<file path="config.mk">
export PLATFORM = sky130hd
export DESIGN_NAME = sdram_arbiter
export DESIGN_NICKNAME = d
export VERILOG_FILES = /design/src/rtl/sdram_pkg.sv /design/src/rtl/sdram_aref_timer.sv /design/src/rtl/sdram_arbiter.sv
export SDC_FILE = /design/constraint.sdc
export NUM_CORES = 1
export LEC_CHECK = 0
export ABC_AREA = 1
export CORE_MARGIN = 2
export CORE_UTILIZATION = 40
export CTS_BUF_LIST = sky130_fd_sc_hd__clkbuf_8
export CTS_CLUSTER_DIAMETER = 30
export DETAILED_ROUTE_END_ITERATION = 8
export PLACE_DENSITY = 0.95
export SYNTH_ARGS = -nofsm -noshare
export SYNTH_HDL_FRONTEND = slang
export SYNTH_SLANG_ARGS = --single-unit
</file>
<file path="constraint.sdc">
create_clock -name sysclk_100M -period 3.9 [get_ports sysclk_100M]
set_input_delay 0.39 -clock sysclk_100M [delete_from_list [all_inputs] [get_ports sysclk_100M]]
set_output_delay 0.39 -clock sysclk_100M [all_outputs]
set_load 0.1 [all_outputs]
</file>
<file path="src/rtl/sdram_pkg.sv">
// Shared SDRAM command encodings ({cs_n,ras_n,cas_n,we_n}) and arbiter state type.
package sdram_pkg;

  localparam logic [3:0] NOP         = 4'b0111;
  localparam logic [3:0] PRECHARGE   = 4'b0010;
  localparam logic [3:0] REFRESH     = 4'b0001;
  localparam logic [3:0] MODEREG_SET = 4'b0000;
  localparam logic [3:0] ACTIVE      = 4'b0011;
  localparam logic [3:0] WRITE       = 4'b0100;
  localparam logic [3:0] READ        = 4'b0101;

  typedef enum logic [2:0] {
    ST_INIT  = 3'd0,
    ST_ARBIT = 3'd1,
    ST_AREF  = 3'd2,
    ST_WRITE = 3'd3,
    ST_READ  = 3'd4
  } arb_state_t;

endpackage

</file>
<file path="src/rtl/sdram_aref_timer.sv">
// Periodic auto-refresh request generator; a wrap on the same edge as clr keeps the request set.
module sdram_aref_timer #(
  parameter int AREF_PERIOD = 750,
  parameter int CNT_W       = 10
) (
  input  logic sysclk_100M,
  input  logic rst_n,
  input  logic enable,
  input  logic clr,
  output logic aref_req
);

  logic [CNT_W-1:0] cnt;
  logic             wrap;

  assign wrap = enable && (cnt == CNT_W'(AREF_PERIOD - 1));

  always_ff @(posedge sysclk_100M or negedge rst_n) begin
    if (!rst_n) begin
      cnt      <= '0;
      aref_req <= 1'b0;
    end else begin
      if (enable) begin
        cnt <= wrap ? '0 : cnt + CNT_W'(1);
      end
      if (wrap) begin
        aref_req <= 1'b1;
      end else if (clr) begin
        aref_req <= 1'b0;
      end
    end
  end

endmodule

</file>
<file path="src/rtl/sdram_arbiter.sv">
// SDRAM command scheduler: init pass-through, then refresh > write > read grants onto the bus.
// Define SDRAM_ARB_RR_EN to alternate write/read grants when both are requesting.
module sdram_arbiter #(
  parameter int AREF_PERIOD = 750,
  parameter int CNT_W       = 10
) (
  input  logic        sysclk_100M,
  input  logic        rst_n,
  input  logic [3:0]  init_cmd,
  input  logic [1:0]  init_ba,
  input  logic [12:0] init_addr,
  input  logic        init_end_flag,
  input  logic [3:0]  aref_cmd,
  input  logic [1:0]  aref_ba,
  input  logic [12:0] aref_addr,
  input  logic        aref_end,
  input  logic        wr_req,
  input  logic [3:0]  wr_cmd,
  input  logic [1:0]  wr_ba,
  input  logic [12:0] wr_addr,
  input  logic        wr_end,
  input  logic        rd_req,
  input  logic [3:0]  rd_cmd,
  input  logic [1:0]  rd_ba,
  input  logic [12:0] rd_addr,
  input  logic        rd_end,
  output logic        aref_req,
  output logic        aref_en,
  output logic        wr_en,
  output logic        rd_en,
  output logic [3:0]  sdram_cmd,
  output logic [1:0]  sdram_ba,
  output logic [12:0] sdram_addr
);

  import sdram_pkg::*;

  arb_state_t state;
  logic       timer_en;
  logic       aref_clr;
  logic       grant_wr;
  logic       grant_rd;

  // Once out of INIT the timer keeps running even if init_end_flag later drops.
  assign timer_en = init_end_flag || (state != ST_INIT);
  assign aref_clr = (state == ST_ARBIT) && aref_req;

  sdram_aref_timer #(
    .AREF_PERIOD(AREF_PERIOD),
    .CNT_W      (CNT_W)
  ) u_aref_timer (
    .sysclk_100M(sysclk_100M),
    .rst_n      (rst_n),
    .enable     (timer_en),
    .clr        (aref_clr),
    .aref_req   (aref_req)
  );

`ifdef SDRAM_ARB_RR_EN
  logic last_wr;

  always_comb begin
    grant_wr = wr_req && (!rd_req || !last_wr);
    grant_rd = rd_req && !grant_wr;
  end
`else
  always_comb begin
    grant_wr = wr_req;
    grant_rd = rd_req && !wr_req;
  end
`endif

  always_ff @(posedge sysclk_100M or negedge rst_n) begin
    if (!rst_n) begin
      state   <= ST_INIT;
      aref_en <= 1'b0;
      wr_en   <= 1'b0;
      rd_en   <= 1'b0;
`ifdef SDRAM_ARB_RR_EN
      last_wr <= 1'b0;
`endif
    end else begin
      case (state)
        ST_INIT: begin
          if (init_end_flag) begin
            state <= ST_ARBIT;
          end
        end
        ST_ARBIT: begin
          if (aref_req) begin
            state   <= ST_AREF;
            aref_en <= 1'b1;
          end else if (grant_wr) begin
            state <= ST_WRITE;
            wr_en <= 1'b1;
`ifdef SDRAM_ARB_RR_EN
            last_wr <= 1'b1;
`endif
          end else if (grant_rd) begin
            state <= ST_READ;
            rd_en <= 1'b1;
`ifdef SDRAM_ARB_RR_EN
            last_wr <= 1'b0;
`endif
          end
        end
        // Each grant always returns through ARBIT, giving one NOP cycle between grants.
        ST_AREF: begin
          if (aref_end) begin
            state   <= ST_ARBIT;
            aref_en <= 1'b0;
          end
        end
        ST_WRITE: begin
          if (wr_end) begin
            state <= ST_ARBIT;
            wr_en <= 1'b0;
          end
        end
        ST_READ: begin
          if (rd_end) begin
            state <= ST_ARBIT;
            rd_en <= 1'b0;
          end
        end
        default: begin
          state   <= ST_INIT;
          aref_en <= 1'b0;
          wr_en   <= 1'b0;
          rd_en   <= 1'b0;
        end
      endcase
    end
  end

  // Bus is forced to NOP while reset is held, since INIT would otherwise pass init_* through.
  always_comb begin
    sdram_cmd  = NOP;
    sdram_ba   = 2'b00;
    sdram_addr = 13'd0;
    if (rst_n) begin
      case (state)
        ST_INIT: begin
          sdram_cmd  = init_cmd;
          sdram_ba   = init_ba;
          sdram_addr = init_addr;
        end
        ST_AREF: begin
          sdram_cmd  = aref_cmd;
          sdram_ba   = aref_ba;
          sdram_addr = aref_addr;
        end
        ST_WRITE: begin
          sdram_cmd  = wr_cmd;
          sdram_ba   = wr_ba;
          sdram_addr = wr_addr;
        end
        ST_READ: begin
          sdram_cmd  = rd_cmd;
          sdram_ba   = rd_ba;
          sdram_addr = rd_addr;
        end
        default: begin
          sdram_cmd  = NOP;
          sdram_ba   = 2'b00;
          sdram_addr = 13'd0;
        end
      endcase
    end
  end

endmodule
</file>
Word-level counts from Yosys, hierarchy flattened --
Cells that the tools add are included. Widths: inputs -> output; s select.
Word-level totals: bits of input ports 84, output and inout bits 23, word-level logic and storage cells 69, register bits 17
Operators by class: bitwise operators 3, mux-type cells 29, eq/ne operators 15, reductions and logical operators 15, add/subtract/negate cells 1
Operators with widths (count):
- $pmux 13 s4 | 1
- $mux 3 | 7
- $ne 2x2->1 const B | 8
- $pmux 4 s4 | 1
- $pmux 3 s5 | 1
- $mux 13 | 1
- $mux 1 | 11
- $add 10x1->10 const B | 1
- $eq 10x10->1 const B | 1
- $mux 10 | 1
- $reduce_and 5->1 | 2
- $pmux 1 s3 | 3
- $reduce_or 3->1 | 3
- $pmux 2 s4 | 1
- $eq 3x2->1 const B | 2
- $mux 4 | 1
- $ne 4x3->1 const B | 1
- $reduce_and 4->1 | 1
- $eq 3x1->1 const B | 1
- $eq 3x3->1 const B | 1
- $logic_and 1x1->1 | 3
- $logic_not 3->1 | 1
- $not 1->1 | 3
- $reduce_and 3->1 | 1
- 6 further kinds | 6

Longest topological paths before layout --
depth after elaboration 6, mapped depth 10, depth with buffers taken out 8

Hierarchy --
From an unflattened synthesis, not the netlist that was laid out.
Unflattened totals: cell total of the unflattened synthesis 305, area, all modules 1716.6 um^2
By module, submodules not included:
- sdram_arbiter | area each 1103.6 um^2, seq. area each 150.1 um^2, times used 1, cells an instance 222
- sdram_aref_timer | area each 613.1 um^2, seq. area each 275.3 um^2, times used 1, cells an instance 83

Worst setup path after synthesis --
OpenSTA, ideal clock, no wires.
path type reg2out, from reg state[0], to out sdram_addr[10], slack 1688 ps, arrival 1822 ps, data required time 3510 ps, cell stages (with the launch flop) 9, path buffers 2, path through dfrtp_1 -> buf_6 -> nor2_4 -> nand2_1 -> inv_2 -> buf_2 -> nand2_1 -> nand4_1 -> and2_1
On the way: word-level cells in the longest chain between the ends 3, elaborated cells between the ends (all ways) 6, classes of those cells 3 x eq/ne; 2 x mux; 1 x reduce/logical
RTL lines:
- start: declaration | line sdram_arbiter.sv:38 | arb_state_t state;
- start signal: assignment | line sdram_arbiter.sv:75 | state <= ST_INIT;
- start signal: assignment | line sdram_arbiter.sv:86 | state <= ST_ARBIT;
- start signal: assignment | line sdram_arbiter.sv:91 | state <= ST_AREF;
- $eq 3x3->1, or another cell as far along | line sdram_arbiter.sv:142 | case (state)
- $pmux 13 s4 (*) | line sdram_arbiter.sv:142
- $mux 13 (*) | line sdram_arbiter.sv:141 | if (rst_n) begin
- end: declaration | line sdram_arbiter.sv:33 | output logic [12:0] sdram_addr
Every way passes the cells marked *; elsewhere a longest branch is shown, timed or not.

Final worst setup path --
from reg state[0], to out sdram_addr[2]
Same word-level chain as after synthesis.

==> flow_summary.html <==
<table>
<tr><th>Metric</th><th>Value</th></tr>
<tr><th colspan="2">Finish</th></tr>
<tr><td>Filler-free cell count of the finished design</td><td>424</td></tr>
<tr><td>Proportion of layout cells with a drive suffix above 1</td><td>9.358%</td></tr>
<tr><td>Final std cell area, no fill</td><td>2695 µm²</td></tr>
<tr><td>Filler Cell Count</td><td>323</td></tr>
<tr><td>Net total in the final layout</td><td>461</td></tr>
<tr><td>Diode insertion count for antenna repair</td><td>0</td></tr>
<tr><td>Share of the core filled with cells in the final layout</td><td>67.86%</td></tr>
<tr><td>Area delta synth-&gt;final</td><td>65.31%</td></tr>
<tr><th colspan="2">Timing</th></tr>
<tr><td>Pin slew with the least headroom to its limit</td><td>0.9863 ns</td></tr>
<tr><td>Highest clock frequency the design can meet</td><td>0.3799 GHz</td></tr>
<tr><td>Count of final hold-check violations</td><td>0</td></tr>
<tr><td>Setup slack after layout</td><td>1.268 ns</td></tr>
<tr><td>Unrepaired setup endpoints after global routing</td><td>no</td></tr>
<tr><td>Final total negative setup slack</td><td>0 ns</td></tr>
<tr><td>Hold slack final</td><td>0.4806 ns</td></tr>
<tr><td>Final period demand of the worst path</td><td>2.632 ns</td></tr>
<tr><td>Ratio of final minimum period to clock period</td><td>67.50%</td></tr>
<tr><td>Final setup fails</td><td>0</td></tr>
<tr><td>Slew Limit Headroom</td><td>34.04%</td></tr>
<tr><td>Clk_skew</td><td>0.003138 ns</td></tr>
<tr><td>Max-slew violation count</td><td>0</td></tr>
<tr><th colspan="2">Die</th></tr>
<tr><td>Top-Level Pins</td><td>107</td></tr>
<tr><td>Total number of placement rows</td><td>23</td></tr>
<tr><td>Core region area</td><td>3971 µm²</td></tr>
<tr><td>Die H</td><td>67.84 µm</td></tr>
<tr><td>DIE WIDTH</td><td>67.84 µm</td></tr>
<tr><td>Floorplan die area</td><td>4602 µm²</td></tr>
<tr><td>Starting utilization of the core area</td><td>41.05%</td></tr>
<tr><th colspan="2">Placed design</th></tr>
<tr><td>Final weighted congestion in routability-driven placement</td><td>0.9138</td></tr>
<tr><td>Half-perimeter wire length after detailed placement</td><td>4548 µm</td></tr>
<tr><td>Post-Place Setup Slack</td><td>1.366 ns</td></tr>
<tr><td>Count of input and output buffers</td><td>106</td></tr>
<tr><td>Dpl cells</td><td>420</td></tr>
<tr><td>Cell area reported after detailed placement</td><td>2650 µm²</td></tr>
<tr><th colspan="2">Worst setup path</th></tr>
<tr><td>Required arrival time at the worst endpoint</td><td>3.51 ns</td></tr>
<tr><td>Startpoint of the lowest-slack register-to-register path</td><td>state[0]</td></tr>
<tr><td>Crit path depth</td><td>6</td></tr>
<tr><td>Startpoint type of the worst setup path</td><td>flop</td></tr>
<tr><td>Worst Reg-to-Reg Cells</td><td>7</td></tr>
<tr><td>Worst path most repeated cell</td><td>sky130_fd_sc_hd__nand2_1</td></tr>
<tr><td>Worst path buffer plus inverter count</td><td>1</td></tr>
<tr><td>Gate family responsible for the most delay along the worst path</td><td>simple AND/OR/NAND/NOR gates</td></tr>
<tr><td>Data arrival at the endpoint of the critical path</td><td>2.24 ns</td></tr>
<tr><td>Slowest cell delay on critical path</td><td>0.63 ns</td></tr>
<tr><td>Standard cell with the maximum stage delay on the critical path</td><td>sky130_fd_sc_hd__nor2_2</td></tr>
<tr><td>Worst setup slack for register-to-register paths</td><td>2.07 ns</td></tr>
<tr><td>Critical Path Sink Type</td><td>primary output</td></tr>
<tr><td>Setup Crit Path Kind</td><td>flop to primary output</td></tr>
<tr><td>Crit Reg-Reg Endpoint</td><td>state[0]</td></tr>
<tr><td>Worst path cell trace</td><td>nand2_1 &gt; nor2_2 &gt; nand2_1 &gt; nand4_1 &gt; and2_1 &gt; buf_4</td></tr>
<tr><td>Endpoint of the most critical setup path</td><td>sdram_addr[2]</td></tr>
<tr><td>Max FO, Critical Path</td><td>20</td></tr>
<tr><td>Origin of the worst setup path</td><td>state[0]</td></tr>
<tr><th colspan="2">Global route</th></tr>
<tr><td>Vias in the first global route</td><td>2012</td></tr>
<tr><td>Global-route wire length before repair</td><td>8928 µm</td></tr>
<tr><td>Global route overflow</td><td>0</td></tr>
<tr><td>Initial antenna violation count</td><td>0</td></tr>
<tr><td>Pin count of the biggest net entering global routing</td><td>25</td></tr>
<tr><td>Total global-route track usage</td><td>25.15%</td></tr>
<tr><th colspan="2">Synth</th></tr>
<tr><td>Most numerous cell in the Yosys netlist</td><td>sky130_fd_sc_hd__nand2_1</td></tr>
<tr><td>Synth Net Count</td><td>357</td></tr>
<tr><td>Number of enable-type register cells in the synthesized netlist</td><td>0</td></tr>
<tr><td>Warnings, synthesis</td><td>0</td></tr>
<tr><td>Leading cell types by total area after synthesis</td><td>sky130_fd_sc_hd__nand2_1, sky130_fd_sc_hd__dfrtp_1, sky130_fd_sc_hd__nand4_1, sky130_fd_sc_hd__and2_1, sky130_fd_sc_hd__inv_1</td></tr>
<tr><td>Area of the mapped netlist</td><td>1630 µm²</td></tr>
<tr><td>Flip-flop and latch count after synthesis</td><td>17</td></tr>
<tr><td>Synth cell count leaders</td><td>sky130_fd_sc_hd__nand2_1, sky130_fd_sc_hd__nand4_1, sky130_fd_sc_hd__inv_1</td></tr>
<tr><td>Post-Syn Instances</td><td>271</td></tr>
<tr><td>Post-synthesis cell type with the largest combined area</td><td>sky130_fd_sc_hd__nand2_1</td></tr>
<tr><td>Async set-or-reset flop fraction in the synthesized netlist</td><td>100.0%</td></tr>
<tr><td>Area share of the leading cell type in the synthesized netlist</td><td>26.94%</td></tr>
<tr><td>Part of the Yosys area used for sequential elements</td><td>26.09%</td></tr>
<tr><td>Cell variety after synth</td><td>23</td></tr>
<tr><td>Mean cell area of the mapped netlist</td><td>6.016 µm²</td></tr>
<tr><td>Top_reg_cell synth</td><td>sky130_fd_sc_hd__dfrtp_1</td></tr>
<tr><th colspan="2">Pwr</th></tr>
<tr><td>Overall power</td><td>1.845 mW</td></tr>
<tr><td>Power density of the placed cells</td><td>684.5 nW/µm²</td></tr>
<tr><td>Total leakage power</td><td>1.249 nW</td></tr>
<tr><td>IR drop worst, VDD</td><td>0.0004251 V</td></tr>
<tr><th colspan="2">Routing</th></tr>
<tr><td>Average detailed-routed wire length per instance</td><td>14.07 µm</td></tr>
<tr><td>Drt initial violations</td><td>174</td></tr>
<tr><td>Remaining number of nets flagged by the antenna check after routing</td><td>0</td></tr>
<tr><td>DR vias/cell</td><td>5.200</td></tr>
<tr><td>DRC violations left</td><td>0</td></tr>
<tr><td>Total routed wirelength</td><td>5966 µm</td></tr>
<tr><td>Vias after detailed routing</td><td>2205</td></tr>
<tr><td>Detailed Routing Iterations Pass 1</td><td>4</td></tr>
<tr><th colspan="2">Clock network</th></tr>
<tr><td>CTS sink count</td><td>17</td></tr>
<tr><td>Clock latency of the later-clocked register in the worst-skew pair</td><td>0.25 ns</td></tr>
<tr><td>Total clock buffers created by CTS</td><td>3</td></tr>
<tr><td>Clock transition at the register clock pins on the worst setup and hold paths after CTS</td><td>0.07 ns</td></tr>
<tr><td>Depth of the CTS H-tree</td><td>1</td></tr>
<tr><td>Number of cells upsized or downsized after cts</td><td>0</td></tr>
<tr><td>Maximum number of buffers from clock root to sink</td><td>2</td></tr>
<tr><td>Post-CTS setup-driven buffer insertion count</td><td>0</td></tr>
<tr><td>CTS tree</td><td>built</td></tr>
<tr><td>Buffer type at the clock tree root</td><td>sky130_fd_sc_hd__clkbuf_8</td></tr>
<tr><td>Count of hold-fix buffers inserted at cts</td><td>0</td></tr>
<tr><th colspan="2">Hold path</th></tr>
<tr><td>Worst hold path class</td><td>flop to flop</td></tr>
<tr><th colspan="2">Outcome</th></tr>
<tr><td>Run status</td><td>complete, no violations</td></tr>
<tr><th colspan="2">Flow run</th></tr>
<tr><td>Max cap viols</td><td>0</td></tr>
</table>
==> registers in the layout, indices dropped and copies added (netlist names) <==
signal and count:
aref_en 1, u_aref_timer.aref_req 1, state 3, u_aref_timer.cnt 10, rd_en 1, wr_en 1
==> kinds of logic (layout without fill, tap and decap cells) <==
logic type | count (synthesis) | in the layout | share of synthesized area [%]
xor+xnor | 1 | 1 | 0.5373
flops | 17 | 17 | 26.09
buf+inv | 32 | 135 | 9.439
compound gates | 18 | 18 | 5.986
fa+ha+maj | 2 | 2 | 1.535
simple gates | 201 | 201 | 56.41
==> worst min path at each step <==
stage | slack (ns) | start | endpoint | cells past startpoint
2_1_floorplan | 0.09 | rst_n | aref_en | 0
4_1_cts | 0.48 | rd_en | rd_en | 2
6_report | 0.48 | rd_en | rd_en | 2
3_5_place_dp | 0.46 | rd_en | rd_en | 2
5_1_grt | 0.52 | rd_en | rd_en | 2
3_3_place_gp | 0.47 | rd_en | rd_en | 2
==> worst register-to-register path: cells and delay by family, from the launching register on <==
kind	cells	cell delay, ns
flip-flops	1	0.54
AND/OR/NAND/NOR	7	1.19
==> power by group <==
| part | internal [mW] | switching (mW) | leakage (nW) |
|---|---|---|---|
| registers | 0.241 | 0.0782 | 0.210 |
| clock network | 0.0700 | 0.0611 | 0.0269 |
| logic | 0.387 | 1.01 | 1.01 |
==> placed cells by master, fill, tap and decap left out <==
master                            netlist  final
sky130_fd_sc_hd__a21boi_1               1      1
sky130_fd_sc_hd__a21oi_1                7      7
sky130_fd_sc_hd__and2_1                16     16
sky130_fd_sc_hd__buf_4                  0     20
sky130_fd_sc_hd__clkbuf_8               0      3
sky130_fd_sc_hd__clkdlybuf4s50_1        0     87
sky130_fd_sc_hd__dfrtp_1               17     17
sky130_fd_sc_hd__ha_1                   2      2
sky130_fd_sc_hd__inv_1                 20     21
sky130_fd_sc_hd__inv_2                  4      4
sky130_fd_sc_hd__nand2_1              117    117
sky130_fd_sc_hd__nand2_2                3      3
sky130_fd_sc_hd__nand3_1               11     11
sky130_fd_sc_hd__nand3_2                1      1
sky130_fd_sc_hd__nand3b_1               1      1
sky130_fd_sc_hd__nand4_1               25     25
sky130_fd_sc_hd__nor2_1                18     18
sky130_fd_sc_hd__nor2_2                 1      1
sky130_fd_sc_hd__nor2_4                 3      3
sky130_fd_sc_hd__nor3_1                 5      5
sky130_fd_sc_hd__o21ai_0                8      8
sky130_fd_sc_hd__o21bai_1               2      2
sky130_fd_sc_hd__xnor2_1                1      1
==> area by class of cell <==
cell class	count	area [µm²]	area share, %
multi-input combinational	222	1051	39.00
sequential	17	425.4	15.78
tap	50	62.56	2.321
inverter	24	90.09	3.343
timing repair buffer	107	1021	37.88
clock buffer	3	41.29	1.532
clock inverter	1	3.754	0.1393
==> per-layer routing <==
layer / routed length [µm] / global-route usage (%)
met5: 0 / 0
met4: 159 / 11.25
met3: 605 / 5.428
met2: 2842 / 44.61
met1: 2358 / 28.91
(Power assumes the default switching activity.)
